==> config.mk <==
export PLATFORM = sky130hd
export DESIGN_NAME = sad_bank_loader_flat
export DESIGN_NICKNAME = d
export VERILOG_FILES = /design/src/rtl/sad_bank_loader_pkg.sv /design/src/rtl/sad_bank_loader_if.sv /design/src/rtl/sad_bank_sel.sv /design/src/rtl/sad_bank_loader.sv /design/src/flat_wrapper.sv
export SDC_FILE = /design/constraint.sdc
export NUM_CORES = 1
export LEC_CHECK = 0
export ABC_AREA = 0
export CAP_MARGIN = 10
export CORE_MARGIN = 2
export CORE_UTILIZATION = 30
export CTS_CLUSTER_SIZE = 30
export DETAILED_ROUTE_END_ITERATION = 8
export REMOVE_ABC_BUFFERS = 1
export SLEW_MARGIN = 25
export SYNTH_ARGS = -nofsm -noshare
export SYNTH_HDL_FRONTEND = slang
export SYNTH_SLANG_ARGS = --single-unit
==> constraint.sdc <==
create_clock -name Clk -period 4.65 [get_ports Clk]
set_input_delay 0.465 -clock Clk [delete_from_list [all_inputs] [get_ports Clk]]
set_output_delay 0.465 -clock Clk [all_outputs]
set_load 0.005 [all_outputs]
==> src/rtl/sad_bank_loader_pkg.sv <==
// Shared constants for the SAD bank loader and the SAD datapath that reads the banks.
// State encodings are plain constants so older datapath code can compare against them directly.
package sad_bank_loader_pkg;

  localparam int NUM_BANKS  = 16;
  localparam int BANK_W     = 4;
  localparam int DEF_ADDR_W = 10;
  localparam int DEF_DATA_W = 32;

  localparam logic [1:0] ST_IDLE = 2'd0;
  localparam logic [1:0] ST_LOAD = 2'd1;
  localparam logic [1:0] ST_DONE = 2'd2;

endpackage

==> src/rtl/sad_bank_loader_if.sv <==
// Bundle of the loader's control, source-stream and bank-write signals.
// master drives a load and feeds words; slave is the loader itself.
interface sad_bank_loader_if
  import sad_bank_loader_pkg::*;
#(
  parameter int DATA_W = DEF_DATA_W,
  parameter int ADDR_W = DEF_ADDR_W
) ();

  logic                 Start;
  logic [ADDR_W-1:0]    BaseAddr;
  logic [15:0]          Length;
  logic                 InValid;
  logic [DATA_W-1:0]    InData;
  logic                 InReady;
  logic [NUM_BANKS-1:0] MemWrite;
  logic [ADDR_W-1:0]    Address;
  logic [DATA_W-1:0]    WriteData;
  logic                 Busy;
  logic                 Done;

  modport master (
    output Start, BaseAddr, Length, InValid, InData,
    input  InReady, MemWrite, Address, WriteData, Busy, Done
  );

  modport slave (
    input  Start, BaseAddr, Length, InValid, InData,
    output InReady, MemWrite, Address, WriteData, Busy, Done
  );

endinterface

==> src/rtl/sad_bank_sel.sv <==
// Round-robin bank pointer: 4-bit counter plus one-hot decode to the per-bank strobes.
module sad_bank_sel
  import sad_bank_loader_pkg::*;
#(
  parameter int NUM_BANKS = 16
) (
  input  logic                 Clk,
  input  logic                 Reset,
  input  logic                 clear,
  input  logic                 advance,
  output logic [BANK_W-1:0]    bank,
  output logic [NUM_BANKS-1:0] strobe
);

  always_ff @(posedge Clk or negedge Reset) begin
    if (!Reset) begin
      bank <= '0;
    end else if (clear) begin
      bank <= '0;
    end else if (advance) begin
      bank <= bank + 4'd1;
    end
  end

  always_comb begin
    strobe       = '0;
    strobe[bank] = 1'b1;
  end

endmodule

==> src/rtl/sad_bank_loader.sv <==
// Streams Length words into 16 DataMemory banks round-robin, one registered write per accepted word.
// Each full pass over the banks advances the shared bank address by one.
module sad_bank_loader
  import sad_bank_loader_pkg::*;
#(
  parameter int DATA_W    = DEF_DATA_W,
  parameter int ADDR_W    = DEF_ADDR_W,
  parameter int NUM_BANKS = sad_bank_loader_pkg::NUM_BANKS
) (
  input  logic             Clk,
  input  logic             Reset,
  sad_bank_loader_if.slave bus
);

  logic [1:0]           state;
  logic [15:0]          length_q;
  logic [15:0]          wordcnt;
  logic [ADDR_W-1:0]    base_q;
  logic [ADDR_W-1:0]    row;
  logic [BANK_W-1:0]    bank;
  logic [NUM_BANKS-1:0] strobe;
  logic [NUM_BANKS-1:0] memwrite_q;
  logic [ADDR_W-1:0]    address_q;
  logic [DATA_W-1:0]    wdata_q;
  logic                 accept;
  logic                 last_word;
  logic                 start_ok;

  assign start_ok  = (state == ST_IDLE) && bus.Start;
  assign accept    = (state == ST_LOAD) && bus.InValid;
  assign last_word = accept && (wordcnt == length_q - 16'd1);

  sad_bank_sel #(
    .NUM_BANKS (NUM_BANKS)
  ) u_bank_sel (
    .Clk     (Clk),
    .Reset   (Reset),
    .clear   (start_ok),
    .advance (accept),
    .bank    (bank),
    .strobe  (strobe)
  );

  // Start is honoured only from IDLE, so the latched geometry stays fixed for the whole load.
  always_ff @(posedge Clk or negedge Reset) begin
    if (!Reset) begin
      state    <= ST_IDLE;
      length_q <= '0;
      base_q   <= '0;
      wordcnt  <= '0;
      row      <= '0;
    end else begin
      case (state)
        ST_IDLE: begin
          if (bus.Start) begin
            length_q <= bus.Length;
            base_q   <= bus.BaseAddr;
            wordcnt  <= '0;
            row      <= '0;
            state    <= (bus.Length == 16'd0) ? ST_DONE : ST_LOAD;
          end
        end
        ST_LOAD: begin
          if (accept) begin
            wordcnt <= wordcnt + 16'd1;
            if (bank == 4'hF) begin
              row <= row + 1'b1;
            end
            if (last_word) begin
              state <= ST_DONE;
            end
          end
        end
        ST_DONE: state <= ST_IDLE;
        default: state <= ST_IDLE;
      endcase
    end
  end

  // Address and data only update on a write, so they hold their last value between strobes.
  always_ff @(posedge Clk or negedge Reset) begin
    if (!Reset) begin
      memwrite_q <= '0;
      address_q  <= '0;
      wdata_q    <= '0;
    end else begin
      memwrite_q <= accept ? strobe : '0;
      if (accept) begin
        address_q <= base_q + row;
        wdata_q   <= bus.InData;
      end
    end
  end

  assign bus.InReady   = (state == ST_LOAD);
  assign bus.Busy      = (state != ST_IDLE);
  assign bus.Done      = (state == ST_DONE);
  assign bus.MemWrite  = memwrite_q;
  assign bus.Address   = address_q;
  assign bus.WriteData = wdata_q;

endmodule

==> src/flat_wrapper.sv <==
// flat-port wrapper written by rule: the top's interface ports become plain ports
module sad_bank_loader_flat import sad_bank_loader_pkg::*;
#(
  parameter int DATA_W    = DEF_DATA_W,
  parameter int ADDR_W    = DEF_ADDR_W,
  parameter int NUM_BANKS = sad_bank_loader_pkg::NUM_BANKS
)
  (Clk, Reset, bus_Start, bus_BaseAddr, bus_Length, bus_InValid, bus_InData, bus_InReady, bus_MemWrite, bus_Address, bus_WriteData, bus_Busy, bus_Done);
  sad_bank_loader_if #(.DATA_W(DATA_W), .ADDR_W(ADDR_W)) bus_i ();
  input  logic Clk;
  input  logic Reset;
  input wire logic [$bits(bus_i.Start)-1:0] bus_Start;
  input wire logic [$bits(bus_i.BaseAddr)-1:0] bus_BaseAddr;
  input wire logic [$bits(bus_i.Length)-1:0] bus_Length;
  input wire logic [$bits(bus_i.InValid)-1:0] bus_InValid;
  input wire logic [$bits(bus_i.InData)-1:0] bus_InData;
  output wire logic [$bits(bus_i.InReady)-1:0] bus_InReady;
  output wire logic [$bits(bus_i.MemWrite)-1:0] bus_MemWrite;
  output wire logic [$bits(bus_i.Address)-1:0] bus_Address;
  output wire logic [$bits(bus_i.WriteData)-1:0] bus_WriteData;
  output wire logic [$bits(bus_i.Busy)-1:0] bus_Busy;
  output wire logic [$bits(bus_i.Done)-1:0] bus_Done;
  assign bus_i.Start = bus_Start;
  assign bus_i.BaseAddr = bus_BaseAddr;
  assign bus_i.Length = bus_Length;
  assign bus_i.InValid = bus_InValid;
  assign bus_i.InData = bus_InData;
  assign bus_InReady = bus_i.InReady;
  assign bus_MemWrite = bus_i.MemWrite;
  assign bus_Address = bus_i.Address;
  assign bus_WriteData = bus_i.WriteData;
  assign bus_Busy = bus_i.Busy;
  assign bus_Done = bus_i.Done;
  sad_bank_loader #(.DATA_W(DATA_W), .ADDR_W(ADDR_W), .NUM_BANKS(NUM_BANKS)) u_core (.Clk(Clk), .Reset(Reset), .bus(bus_i));
endmodule
# After elaboration in Yosys (flattened, before gate mapping)
# Cells that the tools add are included.
dict set report totals {
  regBits 116
  input_bits 62
  output_inout_bits 61
  wordCells 54
}
dict set report op_classes {
  n_addsub 5
  n_lt_le_gt_ge 2
  n_eq_ne 8
  n_mux 17
  n_reduce_logical 13
}
# operator n
set op_table {}
lappend op_table {{16-bit two-way mux} 3}
lappend op_table {{16-bit one-hot mux with 2 select lines} 1}
lappend op_table {{10-bit two-way mux} 3}
lappend op_table {{10-bit one-hot mux with 2 select lines} 1}
lappend op_table {{16-bit by 1-bit adder with 16-bit output (second input constant)} 1}
lappend op_table {{16-bit equality test} 1}
lappend op_table {{16-bit zero test} 1}
lappend op_table {{16-bit by 1-bit subtractor with 16-bit output (second input constant)} 1}
lappend op_table {{10-bit by 1-bit adder with 10-bit output (second input constant)} 1}
lappend op_table {{10-bit adder} 1}
lappend op_table {{2-bit two-way mux} 4}
lappend op_table {{4-bit two-way mux} 2}
lappend op_table {{2-bit by 1-bit inequality test with 1-bit output (second input constant)} 3}
lappend op_table {{3-bit AND reduction} 2}
lappend op_table {{2-bit nonzero test} 3}
lappend op_table {{4-bit by 5-bit less-than comparator with 1-bit output (second input constant)} 1}
lappend op_table {{4-bit by 1-bit adder with 4-bit output (second input constant)} 1}
lappend op_table {{1-bit demux with 4-bit select} 1}
lappend op_table {{4-bit equality test (second input constant)} 1}
lappend op_table {{4-bit by 1-bit >= comparator with 1-bit output (second input constant)} 1}
lappend op_table {{1-bit logical AND} 4}
lappend op_table {{2-bit one-hot mux with 2 select lines} 1}
lappend op_table {{4-bit AND reduction} 1}
lappend op_table {{2-bit by 1-bit equality test with 1-bit output (second input constant)} 1}
lappend op_table {{5 further kinds} 5}

# Logic depth before layout (Yosys ltp)
# Gate-level depths: netlist of run 1.
dict set report logic_depth {
  depth_word 6
  ltp_mapped 9
  depth_no_buf 9
}

# Cells and area by module
# Synthesis of run 1 repeated with hierarchy kept, for this count alone.
dict set report unflattened {
  hier_cells 582
  area_unflattened_um2 5693.0
}
# mod n_inst cells_per_inst area_each_um2 seq_area_each_um2
set by_module_without_submodules {}
lappend by_module_without_submodules {sad_bank_loader 1 542 5337.6 2802.7}
lappend by_module_without_submodules {sad_bank_sel 1 40 355.3 100.1}

# Worst setup path before layout of run 1
# Ideal clock, no wire load.
dict set report synth_timing {
  path_kind {reg2reg}
  from {reg u_core.length_q[0]}
  to {reg u_core.state[1]}
  setup_ps 96
  t_arrival_ps 2618
  t_required_ps 4554
  path_slack_ps 1937
  path_stages_with_launch 10
  path_buffers 1
  period_less_slack_ps 2713
  path_cell_list {dfrtp_1 > inv_1 > ha_1 > or4b_1 > buf_2 > or4_1 > a21oi_1 > nand4_1 > or4_1 > o32ai_2}
}
dict set report synth_via {
  elab_chain_cells 5
}
# item line
set synth_rtl {}
lappend synth_rtl {{start, declared} sad_bank_loader.sv:16} ;# logic [15:0] length_q;
lappend synth_rtl {{start signal, assigned} sad_bank_loader.sv:56} ;# length_q <= bus.Length;
lappend synth_rtl {{16-bit by 1-bit subtractor with 16-bit output} sad_bank_loader.sv:31} ;# assign last_word = accept && (wordcnt == length_q - 16'd1);
lappend synth_rtl {{16-bit equality test} sad_bank_loader.sv:31}
lappend synth_rtl {{1-bit logical AND} sad_bank_loader.sv:31}
lappend synth_rtl {{2-bit by 1-bit inequality test with 1-bit output (no source line)} -}
lappend synth_rtl {{3-bit AND reduction (no source line)} -}
lappend synth_rtl {{end signal, assigned} sad_bank_loader.sv:60} ;# state <= (bus.Length == 16'd0) ? ST_DONE : ST_LOAD;
lappend synth_rtl {{end, declared} sad_bank_loader.sv:15} ;# logic [1:0] state;
# Every way passes these cells.
# A chain may end at the register's enable or synchronous reset.

# Worst setup path after layout of run 1
# Same ends and word-level chain as after synthesis.

==> results.yml, run 1 <==
status:
  status: "finished clean"
worst_setup_path:
  critical_path_buf_inv_count: 1
  cp_top_family: "simple AND/OR/NAND/NOR gates"
  crit_chain: "inv_1 > ha_1 > or4b_1 > or4_1 > a21oi_1 > nand4_1 > or4_1 > o32ai_2"
  critPathLaunchType: "flip-flop"
  slowest_stage: "or4b_1"
  path_class: "reg2reg"
  cp_slowest_stage_delay_ns: 0.61
  worstPathRequired_ns: 4.97
  end_kind: "flip-flop"
  cp.arrival_ns: 3.27
  path_max_fanout: 7
  cpMostUsedCell: "or4_1"
cts:
  cts_setup_buffers: 0
  clock_latency_ns: 0.41
  htree_levels: 4
  cts_tree: "yes"
  cts_root_buffer: "clkbuf_16"
  cts.clk_slew.worst_paths_ns: 0.05
  numCtsBuffers: 17
  cts.sinks: 116
  max-clock-path-buffers: 2
die:
  fp.coreArea_mm2: 0.0188
  die_height_um: 143
  io_pins: 123
  num_rows: 50
  die_w_um: 143
  dieArea_mm2: 0.0203
  start_util_pct: 30.7
detailed_routing:
  drtAntennaViolNets: 0
  route.detailed.drc: 0
  drt_iter0_drc: 249
  wl_per_cell_um: 14.4
  num_vias: 4626
  via_per_inst: 4.85
  first_pass_iters: 5
  wirelength_um: 13700
finish:
  layout_commonest_cell: "nand2_1"
  nNetsFinal: 786
  areaGrowthSynthToFinish_pct: 35.6
  instances_no_fill: 954
  final_cell_mix: "nand2_1, clkdlybuf4s50_1, dfrtp_1"
  antenna_cells: 0
  drive_gt1_share_pct: 9.72
  design_area_mm2: 0.00781
logic_synthesis:
  synth_cell_types: 58
  yosys_warnings: 0
  synth_seq_area_share_pct: 50.4
  ys_ff_latch: 116
  synthFlopType: "dfrtp_1"
  synth_edf_count: 0
  async_reset_ff_share_pct: 100
  synth_area_mm2: 0.00576
  syn_avg_cell_area_um2: 9.80
  syn_inst: 588
timing:
  fmax_ghz: 0.338
  tns_ns: 0
  finalCriticalPeriod_ns: 2.96
  skew_ns: 0.00583
  finalCritPeriodShare_pct: 63.6
  relSlewSlack_pct: 46.5
  slew_violations: 0
  finalHoldViolCount: 0
  worstMarginPinSlew_ns: 0.802
  worst_slack_ns: 1.69
  rsz0062_at_grt: "no"
  setup_viol: 0
power:
  p_leak_nw: 3.51
  vdd_drop_max_v: 0.000257
  power_density_mw_per_mm2: 446
  p_total_w: 0.00349
placed_design:
  portBuffers: 122
  dp.cells: 921
  post-place-ws_ns: 1.74
  hpwl_um: 9450
  place.gp.congestion: 0.839
  place_area_mm2: 0.00720
global_route:
  grt.overflow.total: 0
  met1_usage_pct: 18.5
  antenna_found_initial: 0
  grt_pass1_vias: 4583
  use_met2_pct: 23.7
  grtUsageMet3_pct: 5.22
  grt_busiest_layer: "met2"
  grt_usage_pct: 14.6
  grt_pass1_wl_um: 23400
  grt_max_degree: 63
hold_path:
  hold_class: "in2async"
job:
  maxCapViolations: 0
power by group:
| group | total (W) | internal [W] | leakage [nW] | switching, W |
|---|---|---|---|---|
| clock | 0.00134 | 0.000882 | 0.297 | 0.000459 |
| sequential | 0.00136 | 0.00118 | 1.48 | 0.000174 |
| combinational | 0.000787 | 0.000425 | 1.74 | 0.000363 |
| total | 0.00349 | 0.00249 | 3.51 | 0.000996 |
kinds of logic after synthesis:
family / synth area share (%)
compound gates: 9.32
xor+xnor: 6.54
fa+ha+maj: 3.82
buf+inv: 2.82
flops: 50.4
mux: 5.21
simple gates: 21.9
worst paths after layout:
kind | end | from | depth (start not counted) | slack (ns)
worst max-delay path | u_core.state[1] | u_core.length_q[0] | 8 | 1.69
worst min-delay path | u_core.bus.WriteData[18] | Reset | 2 | 0.46
worst max register to register | u_core.state[1] | u_core.length_q[0] | 8 | 1.69
worst min register to register | u_core.bus.WriteData[17] | u_core.bus.WriteData[17] | 2 | 0.47
max in group asynchronous | u_core.u_bank_sel.bank[2] | Reset | 3 | 3.13
min in group Clk | u_core.bus.WriteData[17] | u_core.bus.WriteData[17] | 2 | 0.47
state kept, by name, summed over array words and instances (netlist names), 4 cells and up:
| name | flops |
|---|---|
| u_core.bus.WriteData | 32 |
| u_core.bus.MemWrite | 16 |
| u_core.length_q | 16 |
| u_core.wordcnt | 16 |
| u_core.base_q | 10 |
| u_core.bus.Address | 10 |
| u_core.row | 10 |
| u_core.u_bank_sel.bank | 4 |
stage by stage:
step | hold WS, ns | utilization (%)
floorplan | 0.169 | -
detailed placement | 0.350 | 38.3
global route | 0.468 | 41.6
finish | 0.455 | 41.6
CTS | 0.452 | 41.6
global placement | 0.353 | 38.3
routing by layer:
layer  share of wire [%]  up-vias  wire [µm]
met5                   0        -          0
met4                 1.1        0        149
met3                 6.6       13        907
met2                  47      124       6430
met1                  46     2230       6250
li1                    -     2259          -
cell usage after synthesis, types with 3 or more instances:
master     number  area, µm²
or2_2           3       18.8
inv_1          14       52.6
a2111oi_0       3       26.3
a21oi_1         7       35.0
nor2_1         35        131
o21a_1          4       30.0
nand4_1         8       50.1
nand3_1        15       75.1
o211ai_1        3       22.5
xnor2_1        19        166
and4_1          3       26.3
a31oi_1         7       43.8
nand3b_1        3       22.5
nand2b_1        3       18.8
mux2_2         24        270
nor3_1          9       45.0
and3_1          9       56.3
xor2_1         24        210
nor4_1          4       25.0
o21ai_0        25        125
clkbuf_1       20       75.1
dfrtp_1       116       2900
or4_1           3       22.5
ha_1           16        200
buf_1           5       18.8
nand2_1       136        510
and2_1         18        113
nor2b_1         4       25.0
a211o_1         3       26.3
mux2i_1         3       30.0
o31ai_1         6       45.0
nor3b_1         3       22.5
timing repair:
action	in CTS	in global routing
hold buffers	1	0
endpoints found under the hold margin	15	0
gates resized for setup	0	0
final cells by class:
class | instances | area (µm²)
clock buffers | 23 | 478
clock inverters | 9 | 126
fillers | 1847 | 11000
inverters | 14 | 52.6
multi-input cells | 431 | 2700
flip-flops and latches | 116 | 2900
well taps | 234 | 293
repair buffers | 127 | 1260
worst reg2reg max path, cell delays in order (launching register included):
cell and delay, ns:
dfrtp_1 0.42, inv_1 0.09, ha_1 0.22, or4b_1 0.61, or4_1 0.55, a21oi_1 0.15, nand4_1 0.13, or4_1 0.44
o32ai_2 0.25
(Power assumes the default switching activity.)
==> run 2, diff against run 1 <==
clock period = 3 ns   (was 4.65 ns; I/O delays follow)
==> run 2 against run 1 <==
Clock power rose by 49%. Global-route usage rose by 0.44 points. Utilization is 0.35 points higher. Clock skew rose by 0.0020 ns. Critical endpoint unchanged. Final cell count grew 0.73%. Sequential share of layout area down 0.31 points.
==> results.yml, run 2 (same netlist as run 1, synthesis figures left out) <==
die:
  die_height_um: 143
  die_w_um: 143
  num_rows: 50
  io_pins: 123
  fp.coreArea_mm2: 0.0188
  start_util_pct: 30.7
  dieArea_mm2: 0.0203
finish:
  area.sequential_mm2: 0.00290
  largest_reg_flops: 32
  fill_cells: 1873
  drive_gt1_share_pct: 11.3
  final_cell_mix: "nand2_1, clkdlybuf4s50_1, dfrtp_1"
  nNetsFinal: 793
  antenna_cells: 0
  areaGrowthSynthToFinish_pct: 36.7
  layout_commonest_cell: "nand2_1"
  multi_input_area_mm2: 0.00271
detailed_routing:
  first_pass_iters: 5
  drt_iter0_drc: 240
  wl_per_cell_um: 14.4
  wirelength_um: 13900
  num_vias: 4597
  drtAntennaViolNets: 0
  via_per_inst: 4.78
  route.detailed.drc: 0
hold_path:
  hold_depth: 3
  hold_class: "in2reg"
power:
  p_total_w: 0.00533
  power_density_mw_per_mm2: 677
  p_leak_nw: 3.53
  vdd_drop_max_v: 0.000408
worst_setup_path:
  worstPathRequired_ns: 3.32
  end_kind: "flip-flop"
  path_class: "reg2reg"
  cp.arrival_ns: 3.08
  critPathLaunchType: "flip-flop"
  path_max_fanout: 6
  reg2regPathDepth: 9
job:
  maxCapViolations: 0
cts:
  clock_latency_ns: 0.41
  max-clock-path-buffers: 2
  cts_tree: "yes"
  cts_root_buffer: "clkbuf_16"
  cts_setup_buffers: 0
  cts.sinks: 116
  numCtsBuffers: 17
  cts.clk_slew.worst_paths_ns: 0.06
  htree_levels: 4
global_route:
  antenna_found_initial: 0
  grt_max_degree: 62
  grt_pass1_wl_um: 24000
  grt_pass1_vias: 4735
  grt_usage_pct: 15.0
  grt.overflow.total: 0
timing:
  finalHoldViolCount: 0
  fmax_ghz: 0.363
  rsz0062_at_grt: "no"
  slew_violations: 0
  skew_ns: 0.00781
  setup_viol: 0
  worst_slack_ns: 0.245
  worstMarginPinSlew_ns: 0.669
  relSlewSlack_pct: 55.2
  tns_ns: 0
  finalCriticalPeriod_ns: 2.75
  finalCritPeriodShare_pct: 91.8
placed_design:
  post-place-ws_ns: 0.238
  place.gp.congestion: 0.858
  portBuffers: 122
  hpwl_um: 9690
status:
  status: "finished clean"
-- run 2: through the flow --
step                      utilization [%]  cells  instance area, µm²  hold WS (ns)
final                                42.0    961                7880         0.408
after global routing                 42.0    961                7880         0.407
after CTS                            41.9    961                7870         0.384
after detailed placement             38.8    928                7270         0.364
after global placement               38.8    928                7270         0.367
after floorplan                         -    561                5650       0.00441
-- run 2: routing by layer --
metal | vias up | GRT usage, % | share of wire, % | wire length (µm)
met5 | - | 0 | 0 | 0
li1 | 2261 | - | - | -
met1 | 2205 | 19.3 | 46 | 6380
met2 | 114 | 23.2 | 46 | 6400
met4 | 0 | 5.47 | 1.6 | 225
met3 | 17 | 5.59 | 6.3 | 881
-- run 2: area by class of cell --
type / instances / share of cell area (%)
timing repair buffer: 134 / 17.0
clock inverter: 13 / 1.70
tap: 234 / 3.72
multi-input combinational: 431 / 34.4
clock buffer: 19 / 5.75
sequential: 116 / 36.8
inverter: 14 / 0.667
-- run 2: critical path, cell delays in order, from the launching register on --
cell      delay (ns)
dfrtp_1         0.43
inv_1           0.10
ha_2            0.22
or4b_1          0.45
buf_4           0.18
nand4b_1        0.18
xnor2_1         0.16
o21a_1          0.18
or4_1           0.53
o32ai_2         0.24
-- run 2: worst paths after layout --
kind	start	end	slack, ns
max in group asynchronous	Reset	u_core.length_q[0]	1.84
hold reg to reg	u_core.bus.Address[0]	u_core.bus.Address[0]	0.47
setup reg to reg	u_core.length_q[0]	u_core.state[1]	0.25
hold / removal	bus_InData[21]	u_core.bus.WriteData[21]	0.41
setup / recovery	u_core.length_q[0]	u_core.state[1]	0.25
min in group asynchronous	Reset	u_core.bus.WriteData[30]	0.45
-- run 2: power breakdown --
group | switching, W | internal (W) | total [W]
clock | 0.000731 | 0.00126 | 0.00199
sequential | 0.000278 | 0.00183 | 0.00211
combinational | 0.000559 | 0.000671 | 0.00123
total | 0.00157 | 0.00376 | 0.00533
-- run 2: what timing repair did --
item	CTS	global route
endpoints found under the setup margin	0	1
gates resized for setup	0	2
hold buffers	1	0
endpoints found under the hold margin	43	0
==> run 3, diff against run 2 <==
CAP_MARGIN = 20   (was 10)
==> results of run 3 <==
Same layout as run 2: the final DEF is identical, and so are final timing and power.
==> edit: new RTL, settings of run 2 <==
`memwrite_q` no longer has a reset.
--- a/src/rtl/sad_bank_loader.sv
+++ b/src/rtl/sad_bank_loader.sv
@@ -80,16 +80,18 @@
   // Address and data only update on a write, so they hold their last value between strobes.
   always_ff @(posedge Clk or negedge Reset) begin
     if (!Reset) begin
-      memwrite_q <= '0;
       address_q  <= '0;
       wdata_q    <= '0;
     end else begin
-      memwrite_q <= accept ? strobe : '0;
       if (accept) begin
         address_q <= base_q + row;
         wdata_q   <= bus.InData;
       end
     end
+  end
+
+  always_ff @(posedge Clk) begin
+    memwrite_q <= accept ? strobe : '0;
   end
 
   assign bus.InReady   = (state == ST_LOAD);
Behaviour: differs if Reset is asserted again (counterexample within 4 cycles, from zero or initial values and one cycle with Reset low); with Reset held inactive, the same outputs for 10 cycles.
==> edit against run 2 <==
  * Sequential cell count unchanged
  * Power decreased by 14%
  * Final area down 3.8%
  * Non-clock buffer count decreased by 2
  * Global-route usage down 0.47 points
  * Sequential power down 10%
  * Core utilization increased by 0.35 points
  * Setup slack better by 510 ps
  * Final cell count grew 2.5%
  * Synthesized area is 5.1% lower
  * Wire length is 3.5% lower
  * Critical endpoint unchanged
  * Largest cell class unchanged
==> edit: results (changes against run 2) <==
period utilisation layout 74.9% (-17 points); reg2reg path depth 8 (-1); vias 4421 (-3.8%); largest net degree at the start of global routing 45 (-27%); metal3 WL 863 µm (-2.0%); Hold EP u_core.bus.WriteData[8]$_DFFE_PN0P_; DR vias/cell 4.49 (-6.2%); Post-Synth Adder-Cell Area 4.03% (+0.20 points); Avg Inst Size Synth 8.88 µm² (-9.4%); ys async rst share 86.2% (-14 points); First DRT Iteration DRCs 211 (-12%); layout cells sized above 1 6.75% (-4.5 points); CTS resizes 0 (unchanged); GRT Util Overall 14.5% (-0.47 points); max_slew headroom 59.8% (+4.6 points); DR WL met2 6.03 mm (-5.7%); grt met2 use 22.2% (-0.93 points); Yosys cell types 48 (-17%); placed cells 952 (+2.6%); half-perimeter wire length after placement 9.59 mm (-1.1%); Synth Area in XOR/XNOR 6.88% (+0.35 points); Routed Wire Length 13.4 mm (-3.5%); met1 wire length 6.34 mm (-0.58%); pre-CTS setup slack 773 ps (+535 ps); compound-gate portion of the synthesized area 6.27% (-3.0 points); first-pass GRT wire length 22.2 mm (-7.2%); hold wc startpoint bus_InData[8]; fin nets 822 (+3.7%); Worst VDD drop 0.437 mV (+7.1%); status complete, no violations; Placed Area 6970 µm² (-4.2%); top post-synthesis cells by area dfrtp_1, nand2_1, dfxtp_1; met3 GRT Util 5.15% (-0.44 points); Final Cell Area 7580 µm² (-3.8%)
[edit: cell types whose count changed after synthesis, sizes merged, moves of 4 or more]
cell / delta
a31oi: -5
o21ai: -5
nand4: +4
mux2: -22
a21oi: +5
dfxtp: +16
dfrtp: -16
nor2: +11
and2: -16
nand2: +71
nor3: +9
[edit: critical path, cell delays in order (launching register included)]
cell and delay [ps]:
dfrtp_1 410, inv_1 100, ha_1 190, nor4b_2 490
nand3_2 150, a211oi_2 230, a31oi_1 80, nor4_2 340
a41o_1 210
[edit: area by class of cell]
cell class              instances  share of cell area [%]
repair buffers                132                    17.3
clock buffers                  25                    7.40
inverters                      15                   0.743
multi-input cells             461                    33.0
clock inverters                 7                   0.512
well taps                     229                    3.78
flip-flops and latches        116                    37.3
[edit: power by group]
group	internal [mW]	leakage (nW)	switching, mW
registers	1.72	1.41	0.178
logic	0.390	1.80	0.309
clock network	1.29	0.303	0.704
